--- src/rtl/stage_instruction_fetch_pkg.sv ---
// Shared types and constants for the instruction fetch stage.
// No logic or latency of its own; it has no flow control.
package stage_instruction_fetch_pkg;

    localparam logic [31:0] NOP_INSTRUCTION  = 32'h0000_0013;
    localparam logic [31:0] RESET_PC_DEFAULT = 32'h0000_0000;

    typedef struct packed {
        logic [31:0] pc;
        logic [31:0] instruction;
    } fetch_entry_t;

    function automatic logic [31:0] word_align(input logic [31:0] addr);
        return addr & 32'hFFFF_FFFC;
    endfunction

endpackage

--- src/rtl/fetch_queue.sv ---
// Synchronous FIFO of fetch entries; pushed data is visible at head one cycle after the push.
// The caller must not push when full; flush beats a push or pop in the same cycle.
module fetch_queue
    import stage_instruction_fetch_pkg::*;
#(
    parameter  int DEPTH = 2,
    localparam int PTR_W = $clog2(DEPTH),
    localparam int CNT_W = PTR_W + 1
) (
    input  logic             clk,
    input  logic             reset,
    input  logic             flush,
    input  logic             push,
    input  fetch_entry_t     push_entry,
    input  logic             pop,
    output fetch_entry_t     head,
    output logic [CNT_W-1:0] count,
    output logic             empty,
    output logic             full
);

    fetch_entry_t     mem [DEPTH];
    logic [PTR_W-1:0] wr_ptr;
    logic [PTR_W-1:0] rd_ptr;
    logic             do_push;
    logic             do_pop;

    assign empty   = (count == '0);
    assign full    = (count == CNT_W'(DEPTH));
    assign do_push = push && !full;
    assign do_pop  = pop && !empty;
    assign head    = mem[rd_ptr];

    always_ff @(posedge clk) begin
        if (reset || flush) begin
            wr_ptr <= '0;
            rd_ptr <= '0;
            count  <= '0;
        end else begin
            if (do_push) wr_ptr <= wr_ptr + 1'b1;
            if (do_pop)  rd_ptr <= rd_ptr + 1'b1;
            count <= count + CNT_W'(do_push) - CNT_W'(do_pop);
        end
    end

    always_ff @(posedge clk) begin
        if (do_push && !flush) mem[wr_ptr] <= push_entry;
    end

endmodule

--- src/rtl/stage_instruction_fetch.sv ---
// Fetch stage: PC/request generation, response tracking and the IF/ID register.
// Latency is one cycle from rvalid to IF/ID; requests are credit-limited so the fetch queue never overflows.
module stage_instruction_fetch
    import stage_instruction_fetch_pkg::*;
#(
    parameter logic [31:0] RESET_PC    = RESET_PC_DEFAULT,
    parameter int          QUEUE_DEPTH = 2
) (
    input  logic        clk,
    input  logic        reset,
    input  logic        stall,
    input  logic        branch_decision,
    input  logic [31:0] branch_target,
    output logic        imem_req,
    output logic [31:0] imem_addr,
    input  logic        imem_gnt,
    input  logic        imem_rvalid,
    input  logic [31:0] imem_rdata,
    output logic        if_id_valid,
    output logic [31:0] if_id_pc,
    output logic [31:0] if_id_instruction
);

    localparam int CNT_W = $clog2(QUEUE_DEPTH) + 1;

    logic [31:0]      fetch_pc;
    logic [31:0]      resp_pc;
    logic [CNT_W-1:0] outstanding;
    logic [CNT_W-1:0] outstanding_next;
    logic [CNT_W-1:0] drop_cnt;
    logic [CNT_W:0]   in_flight;

    logic             grant;
    logic             keep;
    logic             redirect;
    logic             advance;
    logic             bypass;

    fetch_entry_t     q_head;
    fetch_entry_t     q_push_entry;
    logic [CNT_W-1:0] q_count;
    logic             q_empty;
    logic             q_full;
    logic             q_push;
    logic             q_pop;

    // Buffered words plus words still in flight are the credits against the queue.
    assign in_flight = {1'b0, q_count} + {1'b0, outstanding};
    assign imem_req  = !reset && (in_flight < (CNT_W + 1)'(QUEUE_DEPTH));
    assign imem_addr = fetch_pc;

    assign grant    = imem_req && imem_gnt;
    assign keep     = imem_rvalid && (drop_cnt == '0);
    assign redirect = branch_decision && !stall;
    assign advance  = !stall && !redirect;
    assign bypass   = advance && q_empty && keep;

    assign q_push       = keep && !redirect && !bypass;
    assign q_pop        = advance && !q_empty;
    assign q_push_entry = '{pc: resp_pc, instruction: imem_rdata};

    assign outstanding_next = outstanding + CNT_W'(grant) - CNT_W'(imem_rvalid);

    fetch_queue #(
        .DEPTH(QUEUE_DEPTH)
    ) u_fetch_queue (
        .clk       (clk),
        .reset     (reset),
        .flush     (redirect),
        .push      (q_push),
        .push_entry(q_push_entry),
        .pop       (q_pop),
        .head      (q_head),
        .count     (q_count),
        .empty     (q_empty),
        .full      (q_full)
    );

    always_ff @(posedge clk) begin
        if (reset) begin
            fetch_pc          <= RESET_PC;
            resp_pc           <= RESET_PC;
            outstanding       <= '0;
            drop_cnt          <= '0;
            if_id_valid       <= 1'b0;
            if_id_pc          <= '0;
            if_id_instruction <= NOP_INSTRUCTION;
        end else begin
            outstanding <= outstanding_next;
            if (redirect) begin
                // Every word still owed by memory after this edge belongs to the old path.
                fetch_pc          <= word_align(branch_target);
                resp_pc           <= word_align(branch_target);
                drop_cnt          <= outstanding_next;
                if_id_valid       <= 1'b0;
                if_id_instruction <= NOP_INSTRUCTION;
            end else begin
                if (grant) fetch_pc <= fetch_pc + 32'd4;
                if (keep)  resp_pc  <= resp_pc + 32'd4;
                if (imem_rvalid && (drop_cnt != '0)) drop_cnt <= drop_cnt - 1'b1;
                if (advance) begin
                    if (!q_empty) begin
                        if_id_valid       <= 1'b1;
                        if_id_pc          <= q_head.pc;
                        if_id_instruction <= q_head.instruction;
                    end else if (keep) begin
                        if_id_valid       <= 1'b1;
                        if_id_pc          <= resp_pc;
                        if_id_instruction <= imem_rdata;
                    end else begin
                        if_id_valid       <= 1'b0;
                        if_id_instruction <= NOP_INSTRUCTION;
                    end
                end
            end
        end
    end

    a_no_overflow: assert property (@(posedge clk) disable iff (reset) !(q_push && q_full));
    a_credit: assert property (@(posedge clk) disable iff (reset) in_flight <= (CNT_W + 1)'(QUEUE_DEPTH));
    a_drop_bound: assert property (@(posedge clk) disable iff (reset) drop_cnt <= outstanding);

endmodule

--- config.mk ---
export PLATFORM = sky130hd
export DESIGN_NAME = stage_instruction_fetch
export DESIGN_NICKNAME = d
export VERILOG_FILES = /design/src/rtl/stage_instruction_fetch_pkg.sv /design/src/rtl/fetch_queue.sv /design/src/rtl/stage_instruction_fetch.sv
export SDC_FILE = /design/constraint.sdc
export NUM_CORES = 1
export LEC_CHECK = 0
export CAP_MARGIN = 20
export CORE_MARGIN = 2
export CORE_UTILIZATION = 38
export DETAILED_ROUTE_END_ITERATION = 8
export MAX_ROUTING_LAYER = met4
export PLACE_DENSITY = 0.58
export SLEW_MARGIN = 20
export SYNTH_ARGS = -nofsm -noshare
export SYNTH_HDL_FRONTEND = slang
export SYNTH_SLANG_ARGS = --single-unit
--- constraint.sdc ---
create_clock -name clk -period 10.8 [get_ports clk]
set_input_delay 1.62 -clock clk [delete_from_list [all_inputs] [get_ports clk]]
set_output_delay 1.62 -clock clk [all_outputs]
set_load 0.005 [all_outputs]
==> impl_metrics.toml <==
[outcome]
status = "finished, final reports clean"

[layout]
count_of_nets_after_finishing = 1127
fillerInstances = 2424
area_used_by_multi_input_combinational_logic_sq_um = 3840
design_area_sq_um = 13400
layout-area-overhead-vs-synth_pct = 27.9
final_layout_size_suffix_gt1_share_pct = 9.80
num_antenna_cells = 0
layout.area.seq_sq_um = 6370

[routing]
first_pass_iters = 6
detail_route.wl_per_cell_microns = 17.5
route.final.wire_length_microns = 24700
routed-via-count = 7456
drt-initial-drc-count = 567
ant_nets = 0
avgViaCountPerCell = 5.28
drcViolationCount = 0

[yosys]
post_synth_fa_ha_maj_area_fraction_pct = 1.03
netlist-cell-type-count = 41
synth_largest_area_cell = "sky130_fd_sc_hd__edfxtp_1"
yosysSeqAreaShare_pct = 60.8
syn_area_sq_um = 10500
synthesis.yosys.warnings = 0
synth_top_flop_cell = "sky130_fd_sc_hd__dfxtp_1"
avgSynthCellArea_sq_um = 11.6
synth_xor_xnor_area_share_pct = 4.86
yosys-top-cells-area = "sky130_fd_sc_hd__edfxtp_1 (36%), sky130_fd_sc_hd__dfxtp_1 (25%), sky130_fd_sc_hd__a21oi_1 (4.5%)"
synth_top_family_by_area = "compound AO/OA/AOI/OAI gates"
yosys.area.top_type_share_pct = 35.6
synthMostInstantiatedCell = "sky130_fd_sc_hd__dfxtp_1"
asyncSetResetFlopFracSynth_pct = 0
synth-compound-area-share_pct = 12.5
synth_mux_area_share_pct = 6.60
syn-instance-count = 902
commonest_cells_in_the_synthesized_netlist = "sky130_fd_sc_hd__dfxtp_1 (132), sky130_fd_sc_hd__edfxtp_1 (124), sky130_fd_sc_hd__nor2_1 (115)"
synth-edff-count = 124
synth.ff_latch_count = 256
post_synthesis_share_of_cell_area_spent_on_and_or_nand_and_nor_gates_pct = 11.4

[worst_setup_path]
critical_path_required_ps = 10960
path_depth = 7
worst-path-buf-inv = 3
cp_data_arrival_time_ps = 4870
critical_path.cell_chain = "clkdlybuf4s50_1 -> nand2b_2 -> buf_4 -> a21oi_1 -> nor2_1 -> and2_2 -> buf_4"
reg2regPathDepth = 12
worstSetupStartpointType = "input pin"
crit_path_top_delay_cell = "sky130_fd_sc_hd__buf_4"
cpLargestDelayFamily = "buffers and inverters"
timing.critical_path.mode_cell = "sky130_fd_sc_hd__buf_4"
critical-path-max-stage-delay_ps = 710
crit_end_element = "register"
criticalPathCategory = "in -> reg"
worstPathMaxFanout = 95

[floorplanning]
die_h_microns = 170
floorplan.initialDensity_pct = 38.7
die-width_microns = 170
top_level_ports = 168
die_ar_sq_um = 28900
coreArea_sq_um = 27000
number_of_rows_in_the_core_area = 60

[power_and_ir_drop]
worst_vdd_ir_mv = 0.125
power_density_nw_per_um2 = 182
p_leak_nw = 4.41

[placement]
detailed_place_hpwl_microns = 15600
port-buffer-count = 161
gp_congestion = 0.775
postPlaceCellArea_sq_um = 12400

[timing]
setup_violations = 0
period_minus_slack_ps = 4710
hold_viol = 0
fin_crit_sh_pct = 43.6
tightest_slew_ps = 1010
timing.slew.headroom_pct = 33.0
setup_tns_ps = 0
finalMaxSlewViolations = 0
fmaxAchievable_ghz = 0.212
finalClockSkew_ps = 8.68
rsz0062_at_grt = "false"

[clock_tree]
clock-sinks = 256
ctsResizeCount = 0
ctsHoldBuffers = 0
postCtsSetupRepairBufs = 0
htree_num_levels = 1
tritoncts = "done"
cts.clk_slew.worst_paths_ps = 60
cts-buffers-inserted = 28
worstSkewPairLatency_ps = 530
clockRootBuffer = "sky130_fd_sc_hd__clkbuf_16"
clock_tree.buffer_depth = 3

[global_routing]
antenna_found_initial = 0
grt.total_usage_pct = 17.3
number_of_global_route_vias_before_repair = 7253
global_route.overflow_total = 0
pin_count_of_the_biggest_net_entering_global_routing = 96
grt_pass1_wl_microns = 38700

[hold_path]
min_path_cells = 2
worstHoldPathType = "reg -> reg"

[job]
maxCapViolCount = 0
## power breakdown
group          total, W  switching (W)  internal (W)
logic          0.000281       0.000149      0.000132
registers       0.00113      0.0000470       0.00109
clock network   0.00102       0.000373      0.000646
total           0.00243       0.000569       0.00187
## routing by layer
layer	GRT usage (%)	up-vias	wire (microns)
li1	-	3658	-
met3	2.88	30	1350
met2	26.4	225	10900
met1	24.3	3543	12200
met4	3.60	0	321
met5	-	-	0
## registers in the layout (all words and copies together), names as in the netlist, named ones only
| signal | cells |
|---|---|
| u_fetch_queue.rd_ptr | 1 |
| outstanding | 2 |
| u_fetch_queue.count | 2 |
| imem_addr | 30 |
| if_id_pc | 30 |
| u_fetch_queue.wr_ptr | 1 |
| u_fetch_queue.mem | 124 |
| if_id_instruction | 32 |
| resp_pc | 30 |
| drop_cnt | 2 |
| if_id_valid | 1 |
## placed cells by master (no fill, tap or decap), types with 3 or more instances in the layout
| master | count |
|---|---|
| sky130_fd_sc_hd__a211oi_1 | 33 |
| sky130_fd_sc_hd__a21oi_1 | 94 |
| sky130_fd_sc_hd__a222oi_1 | 29 |
| sky130_fd_sc_hd__and3_1 | 5 |
| sky130_fd_sc_hd__and4_1 | 7 |
| sky130_fd_sc_hd__buf_4 | 10 |
| sky130_fd_sc_hd__bufinv_16 | 5 |
| sky130_fd_sc_hd__clkbuf_1 | 5 |
| sky130_fd_sc_hd__clkbuf_16 | 29 |
| sky130_fd_sc_hd__clkbuf_8 | 5 |
| sky130_fd_sc_hd__clkdlybuf4s50_1 | 160 |
| sky130_fd_sc_hd__clkinv_2 | 7 |
| sky130_fd_sc_hd__conb_1 | 4 |
| sky130_fd_sc_hd__dfxtp_1 | 131 |
| sky130_fd_sc_hd__edfxtp_1 | 124 |
| sky130_fd_sc_hd__ha_1 | 7 |
| sky130_fd_sc_hd__inv_1 | 12 |
| sky130_fd_sc_hd__mux2_2 | 32 |
| sky130_fd_sc_hd__mux2i_1 | 33 |
| sky130_fd_sc_hd__nand2_1 | 24 |
| sky130_fd_sc_hd__nand3_1 | 27 |
| sky130_fd_sc_hd__nand4_1 | 19 |
| sky130_fd_sc_hd__nor2_1 | 114 |
| sky130_fd_sc_hd__nor2b_1 | 4 |
| sky130_fd_sc_hd__nor3_1 | 15 |
| sky130_fd_sc_hd__nor4_1 | 13 |
| sky130_fd_sc_hd__o21ai_0 | 6 |
| sky130_fd_sc_hd__o21bai_1 | 29 |
| sky130_fd_sc_hd__o22ai_1 | 3 |
| sky130_fd_sc_hd__xnor2_1 | 36 |
| sky130_fd_sc_hd__xor2_1 | 22 |
## metrics by stage
step	hold slack [ps]	worst slack, ps	instances	total power, W	utilization [%]
after floorplan	420	4160	905	0.00131	-
after global placement	442	5530	1359	0.00143	45.8
after detailed placement	453	5490	1360	0.00144	45.8
after CTS	462	6060	1412	0.00246	49.5
after global routing	517	5770	1412	0.00254	49.5
final	462	6090	1412	0.00244	49.5
## final timing paths
kind	from	to	slack (ps)
worst max-delay path	stall	u_fetch_queue.mem[1][35]	6090
worst min-delay path	if_id_valid	if_id_valid	460
worst max register to register	u_fetch_queue.count[0]	drop_cnt[1]	7600
worst min register to register	if_id_valid	if_id_valid	460
## layout make-up
type / count / share of cell area, %
Multi-Input combinational cell: 579 / 28.7
Sequential cell: 256 / 47.6
Inverter: 12 / 0.337
Timing Repair Buffer: 172 / 12.6
Tap cell: 341 / 3.19
Clock buffer: 40 / 6.13
Clock inverter: 12 / 1.38
## kinds of logic (layout without fill, tap and decap cells)
group,Yosys count,in the layout
multiplexers,65,65
adder cells (fa/ha/maj),8,8
buffers and inverters,70,236
other,1,4
flip-flops,256,256
XOR/XNOR,58,58
AO/OA/AOI/OAI,199,199
AND/OR/NAND/NOR,245,245
## tightest hold or removal path: cells and delay by family, from the launching register on
kind / cells / cell delay, ps
and+or+nand+nor: 1 / 50
AOI/OAI and AO/OA: 1 / 50
DFF: 1 / 310
(Power assumes the default switching activity.)
